`src/rtl/cnn_ctrl_pkg.sv`:
```
// Purpose : shared state encodings and helpers for the CNN frame dispatcher.
// Latency : n/a (types and constant functions only).
// Backpressure: n/a.
package cnn_ctrl_pkg;

  // Per-bank frame lifecycle.
  typedef enum logic [1:0] {
    B_IDLE    = 2'd0,  // no frame in this bank
    B_PEND    = 2'd1,  // frame ready, waiting for the engine
    B_BUSY    = 2'd2,  // frame handed to the engine
    B_WAITLOW = 2'd3   // finished, waiting for the ready level to drop
  } bank_state_t;

  // Engine handshake tracker.
  typedef enum logic [1:0] {
    ENG_READY   = 2'd0,  // engine idle, may dispatch
    ENG_ACK     = 2'd1,  // go issued, waiting for engine to go busy
    ENG_RUN     = 2'd2,  // engine running, waiting for it to go idle
    ENG_RECOVER = 2'd3   // watchdog fired, waiting for engine to come back
  } eng_state_t;

  // Width of an index into n items; never less than one bit.
  function automatic int idx_width(input int n);
    return (n > 1) ? $clog2(n) : 1;
  endfunction

endpackage

```
`src/rtl/rr_arbiter.sv`:
```
// Purpose : combinational round-robin pick among N requesters, search starts at ptr+1.
// Latency : zero (purely combinational).
// Backpressure: none; caller decides whether to accept the grant and move ptr.
// Ports   : req - request vector; ptr - last granted index;
//           grant_valid - any request present; grant_idx - chosen requester.
module rr_arbiter #(
  parameter int N  = 2,
  parameter int IW = (N > 1) ? $clog2(N) : 1
) (
  input  logic [N-1:0]  req,
  input  logic [IW-1:0] ptr,
  output logic          grant_valid,
  output logic [IW-1:0] grant_idx
);

  logic [IW-1:0] cand;

  // Walk the offsets farthest-first so the nearest requester after ptr
  // is the last one written and therefore wins.
  always_comb begin
    grant_valid = 1'b0;
    grant_idx   = '0;
    cand        = '0;
    for (int k = N; k >= 1; k--) begin
      cand = IW'((int'(ptr) + k) % N);
      if (req[cand]) begin
        grant_valid = 1'b1;
        grant_idx   = cand;
      end
    end
  end

endmodule

```
`src/rtl/cnn_dispatch_control.sv`:
```
// Purpose : dispatches ready frame-buffer banks round-robin to the LeNet engine,
//           tracks the engine ready/busy handshake, counts dropped frames, and
//           aborts a hung inference with a watchdog.
// Latency : lenet_go one cycle after a bank is registered pending with engine idle;
//           bank_release one cycle after lenet_ready returns high.
// Backpressure: the engine's lenet_ready level gates dispatch; banks wait in
//           B_PEND while the engine is busy and are dropped if their level falls.
// Ports   : data_ready - per-bank frame level; lenet_ready - engine idle level;
//           lenet_go/go_bank - start pulse and bank tag; bank_release - per-bank
//           done/abort pulse; busy - inference in flight; timeout_err - watchdog
//           pulse; drop_cnt - saturating withdrawn-frame count.
module cnn_dispatch_control
  import cnn_ctrl_pkg::*;
#(
  parameter int NUM_BANKS = 2,
  parameter int BANK_W    = idx_width(NUM_BANKS),
  parameter int TIMEOUT   = 1000000,
  parameter int CNT_W     = 16
) (
  input  logic                 clk,
  input  logic                 rst_n,
  input  logic [NUM_BANKS-1:0] data_ready,
  input  logic                 lenet_ready,
  output logic                 lenet_go,
  output logic [BANK_W-1:0]    go_bank,
  output logic [NUM_BANKS-1:0] bank_release,
  output logic                 busy,
  output logic                 timeout_err,
  output logic [CNT_W-1:0]     drop_cnt
);

  // Watchdog counter only needs to reach TIMEOUT-1.
  localparam int              WD_W     = idx_width(TIMEOUT);
  localparam logic [WD_W-1:0] WD_LIMIT = WD_W'(TIMEOUT - 1);
  localparam int              SUM_W    = CNT_W + 1;

  bank_state_t            bank_q [NUM_BANKS];
  bank_state_t            bank_d [NUM_BANKS];
  eng_state_t             eng_q;
  eng_state_t             eng_d;
  logic [BANK_W-1:0]      rr_ptr;
  logic [WD_W-1:0]        wd_cnt;

  logic [NUM_BANKS-1:0]   pend_vec;
  logic [NUM_BANKS-1:0]   grant_vec;
  logic [NUM_BANKS-1:0]   rel_vec;
  logic [NUM_BANKS-1:0]   drop_vec;
  logic                   grant_vld;
  logic [BANK_W-1:0]      grant_idx;
  logic                   dispatch;
  logic                   complete;
  logic                   wd_hit;
  logic                   abort;
  logic [SUM_W-1:0]       drop_sum;
  logic [CNT_W-1:0]       drop_nxt;

  always_comb begin
    pend_vec = '0;
    for (int i = 0; i < NUM_BANKS; i++) begin
      pend_vec[i] = (bank_q[i] == B_PEND);
    end
  end

  rr_arbiter #(
    .N  (NUM_BANKS),
    .IW (BANK_W)
  ) u_arb (
    .req         (pend_vec),
    .ptr         (rr_ptr),
    .grant_valid (grant_vld),
    .grant_idx   (grant_idx)
  );

  // Completion beats the watchdog when both land in the same cycle.
  always_comb begin
    dispatch = (eng_q == ENG_READY) && lenet_ready && grant_vld;
    complete = (eng_q == ENG_RUN) && lenet_ready;
    wd_hit   = (TIMEOUT != 0) && (wd_cnt == WD_LIMIT) &&
               ((eng_q == ENG_ACK) || (eng_q == ENG_RUN));
    abort    = wd_hit && !complete;
  end

  always_comb begin
    eng_d = eng_q;
    case (eng_q)
      ENG_READY:   if (dispatch) eng_d = ENG_ACK;
      ENG_ACK: begin
        if (wd_hit)            eng_d = ENG_RECOVER;
        else if (!lenet_ready) eng_d = ENG_RUN;
      end
      ENG_RUN: begin
        if (complete)    eng_d = ENG_READY;
        else if (wd_hit) eng_d = ENG_RECOVER;
      end
      ENG_RECOVER: if (lenet_ready) eng_d = ENG_READY;
      default:     eng_d = ENG_READY;
    endcase
  end

  // Per-bank next state. A bank granted in the cycle its level falls is
  // still dispatched, so the grant check precedes the drop check.
  always_comb begin
    grant_vec = '0;
    rel_vec   = '0;
    drop_vec  = '0;
    for (int i = 0; i < NUM_BANKS; i++) begin
      grant_vec[i] = dispatch && (grant_idx == BANK_W'(i));
      rel_vec[i]   = (complete || abort) && (go_bank == BANK_W'(i));
      bank_d[i]    = bank_q[i];
      case (bank_q[i])
        B_IDLE:    if (data_ready[i]) bank_d[i] = B_PEND;
        B_PEND: begin
          if (grant_vec[i]) begin
            bank_d[i] = B_BUSY;
          end else if (!data_ready[i]) begin
            bank_d[i]   = B_IDLE;
            drop_vec[i] = 1'b1;
          end
        end
        B_BUSY:    if (rel_vec[i]) bank_d[i] = data_ready[i] ? B_WAITLOW : B_IDLE;
        B_WAITLOW: if (!data_ready[i]) bank_d[i] = B_IDLE;
        default:   bank_d[i] = B_IDLE;
      endcase
    end
  end

  // Several banks may drop together; sum them one bit wider and clamp.
  always_comb begin
    drop_sum = {1'b0, drop_cnt};
    for (int i = 0; i < NUM_BANKS; i++) begin
      drop_sum = drop_sum + SUM_W'(drop_vec[i]);
    end
    drop_nxt = drop_sum[CNT_W] ? {CNT_W{1'b1}} : drop_sum[CNT_W-1:0];
  end

  always_ff @(posedge clk or negedge rst_n) begin
    if (!rst_n) begin
      for (int i = 0; i < NUM_BANKS; i++) begin
        bank_q[i] <= B_IDLE;
      end
      eng_q        <= ENG_READY;
      rr_ptr       <= BANK_W'(NUM_BANKS - 1);
      wd_cnt       <= '0;
      lenet_go     <= 1'b0;
      go_bank      <= '0;
      bank_release <= '0;
      busy         <= 1'b0;
      timeout_err  <= 1'b0;
      drop_cnt     <= '0;
    end else begin
      for (int i = 0; i < NUM_BANKS; i++) begin
        bank_q[i] <= bank_d[i];
      end
      eng_q        <= eng_d;
      lenet_go     <= dispatch;
      bank_release <= rel_vec;
      timeout_err  <= abort;
      busy         <= (eng_d != ENG_READY);
      drop_cnt     <= drop_nxt;
      if (dispatch) begin
        go_bank <= grant_idx;
        rr_ptr  <= grant_idx;
      end
      // Counter stops mattering once the engine leaves ACK/RUN, so no clamp.
      if (dispatch) begin
        wd_cnt <= '0;
      end else if ((eng_q == ENG_ACK) || (eng_q == ENG_RUN)) begin
        wd_cnt <= wd_cnt + 1'b1;
      end
    end
  end

endmodule

```
`config.mk`:
```
export PLATFORM = sky130hd
export DESIGN_NAME = cnn_dispatch_control
export DESIGN_NICKNAME = d
export VERILOG_FILES = /design/src/rtl/cnn_ctrl_pkg.sv /design/src/rtl/rr_arbiter.sv /design/src/rtl/cnn_dispatch_control.sv
export SDC_FILE = /design/constraint.sdc
export NUM_CORES = 1
export LEC_CHECK = 0
export BUFFER_PORTS_ARGS = -buffer_cell sky130_fd_sc_hd__buf_2
export CORE_MARGIN = 1
export CORE_UTILIZATION = 58
export CTS_CLUSTER_DIAMETER = 100
export DETAILED_ROUTE_END_ITERATION = 10
export GPL_TIMING_DRIVEN = 0
export PLACE_DENSITY = 0.84
export SYNTH_ARGS = -nofsm -noshare
export SYNTH_HDL_FRONTEND = slang
export SYNTH_SLANG_ARGS = --single-unit
```
`constraint.sdc`:
```
create_clock -name clk -period 3.64 [get_ports clk]
set_input_delay 0.546 -clock clk [delete_from_list [all_inputs] [get_ports clk]]
set_output_delay 0.546 -clock clk [all_outputs]
set_load 0.05 [all_outputs]
```
# Word-level counts from Yosys, hierarchy flattened
# Index checks and enable logic that the tools add are counted.
[totals] reg_bits=49 latch_bits=0 ramBits=0 rom_bits=0 inputBits=5 out_inout_bits=22 n_memories=0
[classes] n_addsub=5 n_mul=0 n_div=0 magnitude_cmp=2 eq_ne=14 n_shift=0 muxes=36 bitwise=2 n_reduce_logical=19
[op_table] operator="20-bit two-way mux" n=2
[op_table] operator="2-bit two-way mux" n=16
[op_table] operator="2-bit one-hot mux with 4 select lines" n=3
[op_table] operator="20-bit by 1-bit adder with 20-bit output, second input constant" n=1
[op_table] operator="20-bit == test, second input constant" n=1
[op_table] operator="16-bit by 1-bit adder with 17-bit output" n=1
[op_table] operator="17-bit by 1-bit adder with 17-bit output" n=1
[op_table] operator="16-bit two-way mux" n=1
[op_table] operator="1-bit two-way mux" n=14
[op_table] operator="2-bit == test, second input constant" n=6
[op_table] operator="1-bit logical AND" n=9
[op_table] operator="2-bit inequality test, second input constant" n=4
[op_table] operator="2-bit by 1-bit == test with 1-bit output, second input constant" n=3
[op_table] operator="2-bit logical NOT" n=3
[op_table] operator="1-bit by 2-bit < comparator with 1-bit output, second input constant" n=2
[op_table] operator="2-bit AND reduction" n=2
[op_table] operator="2-bit nonzero test" n=2
[op_table] operator="1-bit adder, second input constant" n=2
[op_table] operator="1-bit logical OR" n=2
[op_table] operator="1-bit NOT" n=2
[op_table] operator="1-bit logical NOT" n=1

# Longest topological paths before layout
[logic_depth] word_depth=12 depth_mapped=13

# By module
# Synthesis repeated with hierarchy kept, for this count alone.
[hier_totals] cells_unflattened=255 hier_area_um2=2453.6
[by_module_without_submodules] module="cnn_dispatch_control" instances=1 cells_per_inst=253 area_each_um2=2439.8
[by_module_without_submodules] module="rr_arbiter" instances=1 cells_per_inst=2 area_each_um2=13.8

# Least setup slack after synthesis
# OpenSTA, ideal clock, no wires.
[synth_timing] path_kind="input-to-reg" startpoint="in lenet_ready" endpoint="reg drop_cnt[10]" t_arrival_ns=2.627 t_required_ns=3.572 slack_ns=0.945 cell_stages=12 path_buffers=2 cell_sequence="clkbuf_1 -> nand2_1 -> a211oi_1 -> or3_1 -> fa_1 -> inv_1 -> ha_1 -> nand2_1 -> nor2_1 -> nand3_1 -> clkbuf_1 -> nand2_1"
[synth_between] elab_chain_cells=8 word_cells_on_any_way=11
[synth_lines] item="from (decl)" line_no="cnn_dispatch_control.sv:23" text="input logic lenet_ready,"
[synth_lines] item="1-bit logical AND * (2 in series)" line_no="cnn_dispatch_control.sv:76" text="dispatch = (eng_q == ENG_READY) && lenet_ready && grant_vld;"
[synth_lines] item="1-bit logical AND" line_no="cnn_dispatch_control.sv:107" text="grant_vec[i] = dispatch && (grant_idx == BANK_W'(i));"
[synth_lines] item="1-bit two-way mux" line_no="cnn_dispatch_control.sv:113" text="if (grant_vec[i]) begin"
[synth_lines] item="1-bit two-way mux" line_no="cnn_dispatch_control.sv:110" text="case (bank_q[i])"
[synth_lines] item="16-bit by 1-bit adder with 17-bit output" line_no="cnn_dispatch_control.sv:131" text="drop_sum = drop_sum + SUM_W'(drop_vec[i]);"
[synth_lines] item="17-bit by 1-bit adder with 17-bit output *" line_no="cnn_dispatch_control.sv:131"
[synth_lines] item="16-bit two-way mux *" line_no="cnn_dispatch_control.sv:133" text="drop_nxt = drop_sum[CNT_W] ? {CNT_W{1'b1}} : drop_sum[CNT_W-1:0];"
[synth_lines] item="named net drop_nxt[10]" line_no="cnn_dispatch_control.sv:55" text="logic [CNT_W-1:0] drop_nxt;"
[synth_lines] item="to (signal assigned)" line_no="cnn_dispatch_control.sv:159" text="drop_cnt <= drop_nxt;"
[synth_lines] item="to (decl)" line_no="cnn_dispatch_control.sv:29" text="output logic [CNT_W-1:0] drop_cnt"
# The timed path passes the listed nets; every way through them passes the cells marked *.
# A chain may end at the register's enable or synchronous reset.

# Worst setup path in the final report
[layout_timing] startpoint="reg eng_q[1]" endpoint="reg drop_cnt[11]"
[layout_between] elab_chain_cells=9 word_cells_on_any_way=12
[layout_lines] item="from (decl)" line_no="cnn_dispatch_control.sv:39" text="eng_state_t eng_q;"
[layout_lines] item="from (signal assigned)" line_no="cnn_dispatch_control.sv:154" text="eng_q <= eng_d;"
[layout_lines] item="2-bit logical NOT *" line_no="cnn_dispatch_control.sv:76"
[layout_lines] item="1-bit logical AND * (2 in series)" line_no="cnn_dispatch_control.sv:76"
[layout_lines] item="1-bit logical AND" line_no="cnn_dispatch_control.sv:107"
[layout_lines] item="1-bit two-way mux" line_no="cnn_dispatch_control.sv:113"
[layout_lines] item="1-bit two-way mux" line_no="cnn_dispatch_control.sv:110"
[layout_lines] item="16-bit by 1-bit adder with 17-bit output" line_no="cnn_dispatch_control.sv:131"
[layout_lines] item="17-bit by 1-bit adder with 17-bit output *" line_no="cnn_dispatch_control.sv:131"
[layout_lines] item="16-bit two-way mux *" line_no="cnn_dispatch_control.sv:133"
[layout_lines] item="named net drop_nxt[11]" line_no="cnn_dispatch_control.sv:55"
# Marks and branches as above.

==> impl_metrics.py <==
metrics = {
    "outcome": {
        "status": "complete, no violations",
    },
    "synth": {
        "synth_edf_count": 0,
        "synthArstFlopShare_pct": 100,
        "seq_area_frac_synth_pct": 47.7,
        "synth_flop_cell": "dfrtp_1",
        "synth_top_area_cell": "dfrtp_1",
        "syn_nets": 277,
        "synth_area_um2": 2570,
        "yosys.area_share.simple_pct": 25.6,
        "yosys.cell_types.count": 49,
        "ys_seq_elements": 49,
        "ys_warn_count": 0,
        "muxShareOfSynthArea_pct": 1.99,
        "avgSynthCellArea_um2": 9.74,
        "synth-compound-area-share_pct": 9.24,
        "synthXorXnorAreaFrac_pct": 7.83,
        "synth_top_family_by_area": "simple AND/OR/NAND/NOR gates",
        "yosys.area_share.adder_pct": 4.18,
        "yosys.area.top_type_share_pct": 46.7,
        "synth_cells": 264,
        "synth_area_leaders": "dfrtp_1 47%, nand2_1 4.2%, xnor2_1 4.1%",
    },
    "pwr": {
        "p_leak_uw": 0.00137,
        "powerDensity_nw_per_um2": 639,
        "vdd_drop_max_uv": 320,
    },
    "setup_path": {
        "cp.arrival_ns": 3.36,
        "critical_path_required_ns": 3.86,
        "start_kind": "flip-flop",
        "path_max_fanout": 10,
        "critPathKind": "flip-flop to flip-flop",
        "end_kind": "flip-flop",
        "rr_worst_depth": 13,
    },
    "timing": {
        "finalCritPeriodShare_pct": 86.3,
        "rsz0062_at_grt": "false",
        "tns_ns": 0,
        "worst_slack_ns": 0.499,
        "slew_violations": 0,
        "period_needed_ns": 3.14,
        "finalHoldViolCount": 0,
        "tightest_slew_ns": 1.05,
        "skew_ns": 0.0135,
        "max_slew_margin_pct": 30.1,
        "setup_viol": 0,
        "clock.fmax_ghz": 0.318,
    },
    "clock_tree": {
        "clk_latency_ns": 0.30,
        "cts_root_buffer": "clkbuf_8",
        "cts.repair.resized": 0,
        "clk_pin_slew_worst_paths_ns": 0.09,
        "cts_tree": "yes",
        "clock_sinks": 49,
        "cts.hold.buffers_added": 0,
        "cts_buffers": 5,
        "cts_setup_buffers": 0,
        "htreeDepth": 2,
        "ctsLongestPathBuffers": 2,
    },
    "floorplan": {
        "die_h_um": 68.6,
        "initial_core_util_pct": 62.5,
        "die_w_um": 68.6,
        "num_rows": 23,
        "die_area_um2": 4710,
        "core-area_um2": 4120,
        "ios": 27,
    },
    "layout": {
        "area_delta_synth_final_pct": 10.5,
        "stdcell_area_um2": 2840,
        "drive_above_1_share_pct": 14.8,
        "final_core_util_pct": 69.1,
        "nets": 309,
        "n_antenna_cell": 0,
        "final_cell_mix": "48 x dfrtp_1, 29 x nand2_1, 27 x buf_2",
        "layout_commonest_cell": "dfrtp_1",
    },
    "global_routing": {
        "grt_pass1_wl_um": 7850,
        "gr-usage-all-layers_pct": 23.0,
        "grt_pass1_vias": 1809,
        "antenna_found_initial": 0,
        "grt.overflow.total": 0,
        "grt_max_degree": 50,
    },
    "placement": {
        "gp_congestion": 0.882,
        "pre_cts_slack_ns": 0.545,
        "placed_cell_area_um2": 2760,
        "port_buffers": 25,
        "dp_hpwl_um": 3470,
    },
    "detailed_routing": {
        "drc": 0,
        "drt_iter0_drc": 75,
        "via_per_inst": 5.64,
        "num_vias": 1956,
        "wl_um": 4780,
        "ant_nets": 0,
        "drt_pre_antenna_iters": 4,
        "wl_per_cell_um": 13.8,
    },
    "job": {
        "drv_cap": 0,
    },
    "min_path": {
        "min_path_type": "input pin to asynchronous set/reset pin",
    },
}
-- cells in the mapped netlist, drive strengths merged (2+ instances only) --
cell	number
or4	2
and4	2
a211o	2
a22oi	2
inv	16
buf	3
nand2	29
xnor2	12
or3	5
and3	4
dfrtp	48
a211oi	3
nor4	8
a21oi	10
nand2b	6
nand4	10
nand3	15
a31oi	4
o21ai	9
a21o	2
mux2i	4
nor2b	3
nor3	9
ha	7
nor2	22
clkbuf	3
xor2	11
-- power by group --
| part | total (uW) | leakage, uW | switching (uW) | internal [uW] |
|---|---|---|---|---|
| Combinational | 713 | 0.000681 | 472 | 241 |
| Sequential | 801 | 0.000645 | 136 | 665 |
| Clock | 303 | 0.0000450 | 169 | 133 |
-- layout make-up --
type | count | area [um^2]
well taps | 50 | 62.6
clock buffers | 6 | 72.6
plain buffers | 6 | 28.8
fillers | 315 | 1270
inverters | 16 | 60.1
multi-input cells | 193 | 1260
repair buffers | 25 | 125
flip-flops and latches | 49 | 1230
clock inverters | 2 | 10.0
-- stage by stage --
step / cells / hold slack (ns) / power (uW)
after floorplan: 264 / 0.250 / 1350
after global placement: 339 / 0.464 / 1490
after detailed placement: 339 / 0.473 / 1520
after CTS: 347 / 0.463 / 1830
after global routing: 347 / 0.500 / 1950
final: 347 / 0.432 / 1820
-- final timing paths --
path | startpoint | endpoint | slack, ns
worst max-delay path | eng_q[1] | drop_cnt[11] | 0.50
worst min-delay path | rst_n | drop_cnt[10] | 0.43
worst max register to register | eng_q[1] | drop_cnt[11] | 0.50
worst min register to register | rr_ptr | rr_ptr | 0.50
max in group asynchronous | rst_n | drop_cnt[11] | 2.57
min in group clk | rr_ptr | rr_ptr | 0.50
-- worst max-delay path, stage by stage, from the launching register on --
cell	delay (ns)
dfrtp_1	0.46
inv_1	0.11
ha_1	0.21
nand2_1	0.13
a211oi_1	0.09
or3_1	0.35
fa_1	0.45
inv_1	0.08
ha_1	0.22
nand2_1	0.16
nor2_1	0.23
nand3_1	0.18
clkbuf_1	0.26
nand2_1	0.13
-- routing by layer --
layer	GRT usage (%)	wire length (um)	vias to the layer above	part of all wire (%)
met5	0	0	-	0
met1	27.1	2230	925	47
met4	9.38	77	0	1.6
li1	-	-	994	-
met3	3.45	124	7	2.6
met2	41.4	2350	30	49
-- state kept, by name, indices dropped and copies added (netlist names) --
name / count
bank_q: 4
bank_release: 2
busy: 1
drop_cnt: 16
eng_q: 2
go_bank: 1
lenet_go: 1
rr_ptr: 1
timeout_err: 1
wd_cnt: 20
-- logic make-up (layout without fill, tap and decap cells) --
kind of cell | count (synthesis) | count (layout)
compound gates | 37 | 37
xor+xnor | 23 | 23
fa+ha+maj | 8 | 8
buf+inv | 22 | 55
flops | 49 | 49
mux | 5 | 5
simple gates | 120 | 120
Note: power is estimated with default switching activity, not from simulation.
